[src/rtl/weight_stream_reader.sv]
// weight_stream_reader: streams DEPTH words from a one-port falling-edge BRAM to a valid/ready MAC port
module weight_stream_reader #(
   parameter int DEPTH  = 28,
   parameter int ADDR_W = 5,
   parameter int DATA_W = 16
) (
   input  logic              CLK,
   input  logic              RST_N,
   input  logic              START,
   output logic              BUSY,
   output logic              DONE,
   output logic [ADDR_W-1:0] MEM_ADDR,
   output logic              MEM_EN,
   output logic              MEM_WE,
   output logic [DATA_W-1:0] MEM_DI,
   input  logic [DATA_W-1:0] MEM_DO,
   output logic [DATA_W-1:0] W_DATA,
   output logic              W_VALID,
   input  logic              W_READY,
   output logic              W_LAST
);
   typedef enum logic [1:0] {IDLE, FETCH, DRAIN, DONE_ST} state_t;
   localparam logic [ADDR_W:0]   IDX_DEPTH = (ADDR_W+1)'(DEPTH);
   localparam logic [ADDR_W:0]   IDX_LAST  = (ADDR_W+1)'(DEPTH - 1);
   localparam logic [ADDR_W-1:0] ADDR_LAST = ADDR_W'(DEPTH - 1);
   state_t            state_q, state_d;
   logic [ADDR_W:0]   idx_q, idx_d;
   logic [ADDR_W-1:0] addr_q, addr_d;
   logic              en_q, en_d, infl_q, infl_d;
   logic [DATA_W-1:0] dat0_q, dat0_d, dat1_q, dat1_d;
   logic              last0_q, last0_d, last1_q, last1_d;
   logic [1:0]        cnt_q, cnt_d;
   logic              pop, issue;
   logic [2:0]        occ;
   always_comb begin
      pop     = (cnt_q != 2'd0) && W_READY;
      // occupancy the buffer will see once the word already in flight lands
      occ     = {1'b0, cnt_q} + {2'b0, infl_q} - {2'b0, pop};
      issue   = (state_q == FETCH) && (idx_q < IDX_DEPTH) && (occ < 3'd2);
      state_d = state_q;
      idx_d   = idx_q;
      addr_d  = issue ? idx_q[ADDR_W-1:0] : addr_q;
      en_d    = issue;
      infl_d  = issue;
      case (state_q)
         IDLE: begin
            state_d = START ? FETCH : IDLE;
            idx_d   = START ? '0 : idx_q;
         end
         FETCH: begin
            idx_d   = issue ? idx_q + (ADDR_W+1)'(1) : idx_q;
            state_d = (issue && idx_q == IDX_LAST) ? DRAIN : FETCH;
         end
         DRAIN:   state_d = (pop && last0_q) ? DONE_ST : DRAIN;
         DONE_ST: state_d = IDLE;
      endcase
      dat0_d  = pop ? dat1_q : dat0_q;
      last0_d = pop ? last1_q : last0_q;
      dat1_d  = dat1_q;
      last1_d = last1_q;
      cnt_d   = cnt_q - {1'b0, pop};
      if (infl_q) begin
         if (cnt_d == 2'd0) begin
            dat0_d  = MEM_DO;
            last0_d = addr_q == ADDR_LAST;
         end else begin
            dat1_d  = MEM_DO;
            last1_d = addr_q == ADDR_LAST;
         end
         cnt_d = cnt_d + 2'd1;
      end
   end
   always_ff @(posedge CLK or negedge RST_N) begin
      if (!RST_N) begin
         state_q <= IDLE;
         idx_q   <= '0;
         addr_q  <= '0;
         en_q    <= 1'b0;
         infl_q  <= 1'b0;
         dat0_q  <= '0;
         dat1_q  <= '0;
         last0_q <= 1'b0;
         last1_q <= 1'b0;
         cnt_q   <= '0;
      end else begin
         state_q <= state_d;
         idx_q   <= idx_d;
         addr_q  <= addr_d;
         en_q    <= en_d;
         infl_q  <= infl_d;
         dat0_q  <= dat0_d;
         dat1_q  <= dat1_d;
         last0_q <= last0_d;
         last1_q <= last1_d;
         cnt_q   <= cnt_d;
      end
   end
   assign BUSY     = (state_q == FETCH) || (state_q == DRAIN);
   assign DONE     = state_q == DONE_ST;
   assign MEM_ADDR = addr_q;
   assign MEM_EN   = en_q;
   assign MEM_WE   = 1'b0;
   assign MEM_DI   = '0;
   assign W_DATA   = dat0_q;
   assign W_VALID  = cnt_q != 2'd0;
   assign W_LAST   = last0_q;
endmodule
[config.mk]
export PLATFORM = sky130hd
export DESIGN_NAME = weight_stream_reader
export DESIGN_NICKNAME = d
export VERILOG_FILES = /design/src/rtl/weight_stream_reader.sv
export SDC_FILE = /design/constraint.sdc
export NUM_CORES = 1
export LEC_CHECK = 0
export BUFFER_PORTS_ARGS = -buffer_cell sky130_fd_sc_hd__buf_4
export CAP_MARGIN = 20
export CORE_ASPECT_RATIO = 1.2
export CORE_MARGIN = 2
export CORE_UTILIZATION = 39
export DETAILED_ROUTE_END_ITERATION = 12
export PLACE_DENSITY_LB_ADDON = 0.15
export SYNTH_ARGS = -nofsm -noshare
export SYNTH_HDL_FRONTEND = slang
export SYNTH_SLANG_ARGS = --single-unit
[constraint.sdc]
create_clock -name CLK -period 5.6 [get_ports CLK]
set_clock_uncertainty 0.05 [all_clocks]
set_input_delay 0.56 -clock CLK [delete_from_list [all_inputs] [get_ports CLK]]
set_output_delay 0.56 -clock CLK [all_outputs]
set_load 0.03 [all_outputs]
; Word level (Yosys, flattened, before mapping)
; Cells that the tools add are included.
[classes]
add_sub_neg = 5
n_lt_le_gt_ge = 2
eq_ne = 7
n_mux = 14
n_bitwise = 1
n_reduce_logical = 12
[op_table]
columns = operator, count
row1 = $mux 16, 3
row2 = $mux 6, 2
row3 = $pmux 6 s2, 1
row4 = $pmux 2 s4, 1
row5 = $add 6x1->6 const B, 1
row6 = $eq 6x5->1 const B, 1
row7 = $lt 6x5->1 const B, 1
row8 = $eq 5x5->1 const B, 1
row9 = $logic_and 1x1->1, 5
row10 = $mux 1, 5
row11 = $eq 2x2->1 const B, 2
row12 = $logic_not 2->1, 2
row13 = $mux 2, 2
row14 = $ne 2x2->1 const B, 2
row15 = $reduce_bool 2->1, 2
row16 = $add 2x1->3, 1
row17 = $lt 3x2->1 const B, 1
row18 = $reduce_and 3->1, 1
row19 = $sub 3x1->3, 1
row20 = $add 2x1->2 const B, 1
row21 = $eq 2x1->1 const B, 1
row22 = $reduce_and 2->1, 1
row23 = $sub 2x1->2, 1
row24 = $logic_or 1x1->1, 1
row25 = $not 1->1, 1
[totals]
ff_bits = 50
in_bits = 20
out_inout_bits = 43
word_cells = 50

; Longest topological paths before layout
; Gate-level depths: netlist of run 1.
[depth]
word_depth = 8
mapped_depth = 10

; Worst setup path after synthesis of run 1
; OpenSTA, ideal clock, no wires.
[synth_path]
path_kind = input to register
startpoint = in W_READY
endpoint = reg addr_q[2] (netlist: MEM_ADDR[2])
setup_ns = 0.125
arrival_ns = 2.360
t_required_ns = 5.425
setup_slack_ns = 3.065
stages = 7
path_cell_list = o21ai_0 nand2_1 fa_1 nand3b_1 a311oi_4 buf_6 mux2_2
[synth_via]
elab_chain_len = 4
[synth_rtl]
columns = item, line_no
row1 = start: declaration, 19  ; input logic W_READY,
row2 = $logic_and 1x1->1, 36  ; pop = (cnt_q != 2'd0) && W_READY;
row3 = $sub 3x1->3, 38  ; occ = {1'b0, cnt_q} + {2'b0, infl_q} - {2'b0, pop};
row4 = $lt 3x2->1, 39  ; issue = (state_q == FETCH) && (idx_q < IDX_DEPTH) && (occ < 3'd2);
row5 = $logic_and 1x1->1, 39
row6 = named net en_d, 29  ; logic en_q, en_d, infl_q, infl_d;
row7 = end signal: assignment, 88  ; addr_q <= addr_d;
row8 = end: declaration, 28  ; logic [ADDR_W-1:0] addr_q, addr_d;
; The timed path passes the listed nets, and every way through them passes these cells.
; A chain may end at the register's enable or synchronous reset.

; Worst setup path in the final report of run 1
[layout_path]
startpoint = reg cnt_q[1]
endpoint = reg idx_q[0]
[layout_via]
elab_chain_len = 7
elab_cells_between_ends = 8
classes_between = 2 x add/sub / 1 x order compare / 1 x eq/ne / 4 x reduce/logical
[layout_rtl]
columns = item, line_no
row1 = start: declaration, 32  ; logic [1:0] cnt_q, cnt_d;
row2 = start signal: assignment, 95  ; cnt_q <= cnt_d;
row3 = "parallel branches: the longest is 2 deep, another holds $add 2x1->3", --
row4 = $sub 3x1->3 (*), 38
row5 = $lt 3x2->1 (*), 39
row6 = $logic_and 1x1->1 (*), 39
row7 = $ne 2x2->1 (no line) (*), --
row8 = $reduce_and 3->1 (no line) (*), --
row9 = end signal: assignment, 87  ; idx_q <= idx_d;
row10 = end: declaration, 27  ; logic [ADDR_W:0] idx_q, idx_d;
; Mark *: on every way between the ends.

==> metrics.md, run 1 <==
| Metric | Value |
|---|---|
| Comb pwr share | `49.8%` |
| Routed WL | `4.42 mm` |
| Crit Path Class | `flop to flop` |
| Placer Congestion | `0.773` |
| Vias | `1662` |
| Clock transition at path regs | `0.09 ns` |
| Part of the power in the clock network | `12.5%` |
| IO Port Bufs | `45` |
| Post-synthesis sequential area ratio | `50.4%` |
| Hold Buf Count CTS | `0` |
| Met1 Track Usage GR | `17.0%` |
| Int Pwr | `1.01 mW` |
| Critical-path cell list | `nand3_1, o21ai_0, nand2_1, fa_1, nand3b_1, a311oi_4, o21ai_1, a221o_1` |
| Clk Latency, worst-skew pair | `0.30 ns` |
| Switch Pwr | `0.719 mW` |
| LEAKAGE | `1.40 nW` |
| Sw Ratio | `41.5%` |
| Global route total overflow | `0` |
| M2 GR Usage | `22.4%` |
| Setup TNS | `0 ns` |
| Count of final max-slew check failures | `0` |
| Nets | `285` |
| H-tree depth | `2` |
| Area growth syn-to-layout | `17.4%` |
| Crit path launch type | `flop` |
| First-pass GRT wire length | `7.70 mm` |
| Global Route Usage Sum | `13.8%` |
| Vias in the first global route | `1615` |
| TritonCTS Sinks | `50` |
| Reg power frac | `37.7%` |
| Detailed Route Iter0 Violations | `92` |
| Wire per inst | `13.0 µm` |
| Row cnt | `31` |
| Placed Instances | `331` |
| Minimum clock period | `2.81 ns` |
| WP buf/inv | `0` |
| Via/cell ratio | `4.89` |
| Slew Limit Headroom | `38.3%` |
| RSZ-0062 raised after global routing | `no` |
| Pre-antenna DRT Iters | `4` |
| Max cap viols | `0` |
| CP endpoint kind | `flop` |
| Peak VDD IR | `0.000245 V` |
| Final HPWL DP | `3.08 mm` |
| Post-Synthesis Cells | `216` |
| Resize count post-CTS | `0` |
| Largest net degree at the start of global routing | `51` |
| Commonest non-fill, non-tap cell in the layout | `dfrtp_1` |
| Grt met3 use | `3.78%` |
| Max Clock Freq | `0.356 GHz` |
| Final period util | `50.1%` |
| Final ANT Viol Nets | `0` |
| Total clock buffers created by CTS | `5` |
| Hold crit path type | `input port to asynchronous set/reset pin` |
| Busiest grt layer | `met2` |
| Final hold violations | `0` |
| CP top delay family | `compound AO/OA/AOI/OAI gates` |
| CTS tree | `done` |
| Die Height | `91.4 µm` |
| Initial antenna violation count | `0` |
| Post-CTS Setup Bufs | `0` |
| Share of layout cells above drive strength 1 | `31.4%` |
| Max clock buf depth | `2` |
| Pwr/cell area | `594 nW/µm²` |
| Most frequent cells in the layout | `dfrtp_1, buf_4, nand2_1, mux2_2, mux2i_1` |
| Worst-Margin Slew | `0.921 ns` |
| Final non-filler cell total | `340` |
| CP Data Required Time | `5.74 ns` |
| Ys Warns | `0` |
| Slowest cell on crit path | `a311oi_4` |
| ANT cells | `0` |
| Final setup vio count | `0` |
| CTS root buffer | `clkbuf_8` |
| DRC Markers | `0` |
| # IOs | `63` |
| Core area | `6090 µm²` |
| Worst-path maximum fanout | `14` |
| Die W | `76.9 µm` |
| Status | `finished, final reports clean` |
| Die footprint | `7030 µm²` |
| Starting Density | `40.8%` |
| Netlist cell types | `38` |
| Syn Area/Cell | `11.5 µm²` |
| Synthesized area | `2480 µm²` |
| Critical Path AT | `2.95 ns` |
| Final Util | `47.9%` |
| CP max stage delay | `0.60 ns` |
| #FFs+latches synth | `50` |
per-stage QoR:
step,hold WS (ns),worst slack (ns),total power [mW],area [µm²]
final,0.226,2.79,1.73,2920
after global routing,0.264,2.50,1.88,2920
after CTS,0.244,2.74,1.75,2890
after detailed placement,0.445,2.51,1.53,2790
after global placement,0.439,2.56,1.52,2790
after floorplan,0.214,3.06,1.30,2540
power by group through the flow:
stage	sequential, mW	combinational [mW]	clock (mW)
6_report	0.653	0.864	0.217
3_5_place_dp	0.662	0.868	0
2_1_floorplan	0.785	0.518	0
5_1_grt	0.682	0.950	0.247
4_1_cts	0.655	0.868	0.229
3_3_place_gp	0.661	0.854	0
worst register-to-register path: cells and delay by family, from the launching register on:
family          cells  cell delay, ns
simple gates        3            0.41
flops               1            0.45
compound gates      4            1.29
fa+ha+maj           1            0.49
Yosys cell counts (all sizes together):
master   number  area share, %
inv          10            1.5
o41ai         1           0.35
o221ai        2           0.71
fa            1           0.81
a311oi        1            1.1
and2          1           0.25
nor4          2           0.50
a221o         1           0.40
o211a         1           0.40
clkbuf        6           0.91
mux2i        19            7.7
nand3b        1           0.30
nor2          2           0.30
o21ai        19            3.8
a41oi         1           0.35
or3b          1           0.35
a211o         1           0.35
xor2          2           0.71
nand2        23            3.8
nand3         3           0.60
a21oi         4           0.81
ha            7            3.5
dfrtp        50             50
nor2b         3           0.76
nand4         2           0.50
o21a          2           0.60
or2           2           0.50
conb          1           0.15
mux2         22             10
nand2b        1           0.25
a2bb2oi       1           0.35
nor3          1           0.20
buf          22            6.9
flip-flops by register name, summed over array words and instances (netlist names), named ones only:
name	count
W_DATA	16
dat1_q	16
idx_q	6
infl_q	1
last1_q	1
state_q	1
cnt_q	2
W_LAST	1
MEM_ADDR	5
layout make-up:
cell class                 instances  area (µm²)
fill                             571        3170
sequential                        50        1250
multi-input combinational        144        1060
timing repair buffer              46         365
tap                               82         103
clock buffer                       6        82.6
inverter                          10        37.5
clock inverter                     2        12.5
routing by layer:
layer / up-vias / routed length [µm]
li1: 793 / -
met3: 6 / 226
met2: 46 / 2190
met4: 0 / 75
met5: - / 0
met1: 817 / 1930
final timing paths:
kind,start,endpoint,slack (ns),depth (start not counted)
min in group CLK,MEM_DO[1],W_DATA[1]$_DFF_PN0_,0.41,3
worst min-delay path,RST_N,W_DATA[15]$_DFF_PN0_,0.23,1
max in group asynchronous,RST_N,dat1_q[6]$_DFFE_PN0P_,4.85,1
worst max-delay path,cnt_q[1]$_DFF_PN0_,idx_q[0]$_DFFE_PN0P_,2.79,8
worst max register to register,cnt_q[1]$_DFF_PN0_,idx_q[0]$_DFFE_PN0P_,2.79,8
worst min register to register,dat1_q[8]$_DFFE_PN0P_,dat1_q[8]$_DFFE_PN0P_,0.46,1
logic make-up after synthesis:
kind of cell	share of synthesized area (%)
other cells	0.151
fa+ha+maj	4.33
xor+xnor	0.705
compound gates	9.21
buf+inv	9.32
simple gates	8.31
mux	17.6
flops	50.4
No activity file was read; power rests on OpenSTA's default activity.
==> run 2: changes to the inputs <==
clock period = 2.7 ns   (was 5.6 ns; I/O delays follow)
==> metrics.md, run 2 (same netlist as run 1, synthesis figures left out) <==
| Metric | Value |
|---|---|
| Status | `finished, final reports clean (unchanged)` |
| First-pass GRT wire length | `7.83 mm (was 7.70 mm)` |
| Worst-Margin Slew | `0.637 ns (was 0.921 ns)` |
| WHS Endpoint | `W_DATA[2]$_DFF_PN0_` |
| Pwr/cell area | `1260 nW/µm² (was 594 nW/µm²)` |
| Max cap viols | `0 (unchanged)` |
| Critical-path cell list | `inv_1, nand3_1, o21ai_1, nand2_1, fa_1, nand3b_1, a311oi_4, buf_4, o21ai_1, a221o_1 (was nand3_1, o21ai_0, nand2_1, fa_1, nand3b_1, a311oi_4, o21ai_1, a221o_1)` |
| Final hold violations | `0 (unchanged)` |
| DRC Markers | `0 (unchanged)` |
| CP top delay family | `compound AO/OA/AOI/OAI gates (unchanged)` |
| Wire per inst | `13.0 µm (about the same)` |
| RR Endpoint | `idx_q[0]$_DFFE_PN0P_ (unchanged)` |
| RSZ-0062 raised after global routing | `no (unchanged)` |
| Die Height | `91.4 µm (unchanged)` |
| Vias | `1629 (was 1662)` |
| Largest net degree at the start of global routing | `51 (unchanged)` |
| Global Route Usage Sum | `13.7% (was 13.8%)` |
| Die footprint | `7030 µm² (unchanged)` |
| Final ANT Viol Nets | `0 (unchanged)` |
| CP max stage delay | `0.49 ns (was 0.60 ns)` |
| Worst r2r src | `cnt_q[0]$_DFF_PN0_ (was cnt_q[1]$_DFF_PN0_)` |
| CTS root buffer | `clkbuf_8 (unchanged)` |
| Most frequent cells in the layout | `dfrtp_1, buf_4, nand2_1, mux2_2, mux2i_1 (unchanged)` |
| Fin area | `2970 µm² (was 2920 µm²)` |
| Hold crit path type | `input port to flop (was input port to asynchronous set/reset pin)` |
| Minimum clock period | `2.57 ns (was 2.81 ns)` |
| Total clock buffers created by CTS | `5 (unchanged)` |
| LEAKAGE | `1.43 nW (was 1.40 nW)` |
| Slew Limit Headroom | `57.6% (was 38.3%)` |
| Final HPWL DP | `3.22 mm (was 3.08 mm)` |
| CP Data Required Time | `2.83 ns (was 5.74 ns)` |
| Clk Latency, worst-skew pair | `0.30 ns (about the same)` |
| # IOs | `63 (unchanged)` |
| Global route total overflow | `0 (unchanged)` |
| Die W | `76.9 µm (unchanged)` |
| Hold_sp | `MEM_DO[2]` |
| Core area | `6090 µm² (unchanged)` |
| WP buf/inv | `2 (was 0)` |
| Setup Slack @ Placement | `0.141 ns (was 2.51 ns)` |
| Pre-antenna DRT Iters | `4 (unchanged)` |
| Detailed Route Iter0 Violations | `49 (was 92)` |
| Crit path launch type | `flop (unchanged)` |
| Row cnt | `31 (unchanged)` |
| Routed WL | `4.49 mm (was 4.42 mm)` |
| Placer Congestion | `0.832 (was 0.773)` |
| Worst r2r path cells | `10 (was 8)` |
| Nets | `291 (was 285)` |
| Final period util | `95.2% (was 50.1%)` |
| H-tree depth | `2 (unchanged)` |
| Placement Cell Area | `2840 µm² (was 2790 µm²)` |
| Crit Path Class | `flop to flop (unchanged)` |
| Count of final max-slew check failures | `0 (unchanged)` |
| IO Port Bufs | `45 (unchanged)` |
| Vias in the first global route | `1612 (was 1615)` |
| CP Depth | `10 (was 8)` |
| R2R setup slack | `0.13 ns (was 2.79 ns)` |
| Initial antenna violation count | `0 (unchanged)` |
| Max Clock Freq | `0.389 GHz (was 0.356 GHz)` |
| Peak VDD IR | `0.000600 V (was 0.000245 V)` |
| Setup TNS | `0 ns (unchanged)` |
| CTS tree | `done (unchanged)` |
| Max clock buf depth | `2 (unchanged)` |
| Critical Path AT | `2.70 ns (was 2.95 ns)` |
| CP endpoint kind | `flop (unchanged)` |
| Worst-path maximum fanout | `4 (was 14)` |
| Final Util | `48.8% (was 47.9%)` |
| Slowest cell on crit path | `fa_1 (was a311oi_4)` |
| Clock transition at path regs | `0.09 ns (about the same)` |
| Final WS setup | `0.130 ns (was 2.79 ns)` |
| TritonCTS Sinks | `50 (unchanged)` |
| Final setup vio count | `0 (unchanged)` |
| Final hold slack | `0.125 ns (was 0.226 ns)` |
| Area growth syn-to-layout | `19.7% (was 17.4%)` |
| Via/cell ratio | `4.72 (was 4.89)` |
| Starting Density | `40.8% (unchanged)` |
| Most frequent CP cell | `o21ai_1` |
| ANT cells | `0 (unchanged)` |
| Share of layout cells above drive strength 1 | `32.3% (was 31.4%)` |
| Hold Path Stages | `3` |
-- run 2: cell types whose count changed in the layout (fill, tap and decap cells not counted) --
cell           change
clkinv_2           -1
o21ai_0            -1
clkinvlp_4         -1
dlygate4sd3_1      +1
buf_4              +5
o21ai_1            +1
buf_16             -1
buf_12             +1
bufinv_16          +1
-- run 2: layout make-up --
cell class | count | area [µm²]
clock buffers | 6 | 82.6
clock inverters | 1 | 30.0
fillers | 575 | 3120
inverters | 10 | 37.5
multi-input cells | 144 | 1060
flip-flops and latches | 50 | 1250
well taps | 82 | 103
repair buffers | 52 | 405
-- run 2: report_power, final --
part | switching, mW | internal (mW) | total [mW]
combinational | 1.03 | 0.839 | 1.87
sequential | 0.235 | 1.10 | 1.34
clock | 0.231 | 0.297 | 0.528
total | 1.49 | 2.24 | 3.73
-- run 2: worst reg2reg max path, delay by kind of cell, from the launching register on --
family          cells  cell delay, ns
flops               1            0.38
compound gates      4            0.94
buf+inv             2            0.24
simple gates        3            0.34
fa+ha+maj           1            0.49
-- run 2: metal layers --
layer | track usage [%] | wire (µm) | vias up
met5 | 0 | 0 | -
met4 | 3.79 | 36 | 0
met3 | 2.98 | 188 | 4
met2 | 22.9 | 2240 | 35
met1 | 18.0 | 2020 | 787
li1 | - | - | 803
-- run 2: repair_timing --
action | in CTS | in global routing
gates resized for setup | 0 | 1
endpoints found under the setup margin | 0 | 4
hold buffers | 1 | 0
buffers inserted | 0 | 1
hold endpoints to repair | 50 | 0
-- run 2: stage by stage --
step	instances	total power, mW
global route	345	4.04
CTS	344	3.78
global placement	336	3.21
detailed placement	336	3.23
floorplan	232	2.70
finish	345	3.73
-- run 2: worst max path at each step --
stage | from | to | slack [ns]
floorplan | cnt_q[1]$_DFF_PN0_ | MEM_ADDR[2]$_DFFE_PN0P_ | 0.31
global placement | W_READY | MEM_ADDR[3]$_DFFE_PN0P_ | 0.18
detailed placement | W_READY | MEM_ADDR[3]$_DFFE_PN0P_ | 0.14
CTS | cnt_q[0]$_DFF_PN0_ | MEM_ADDR[2]$_DFFE_PN0P_ | 0.13
global route | cnt_q[0]$_DFF_PN0_ | idx_q[0]$_DFFE_PN0P_ | 0.0001
finish | cnt_q[0]$_DFF_PN0_ | idx_q[0]$_DFFE_PN0P_ | 0.13
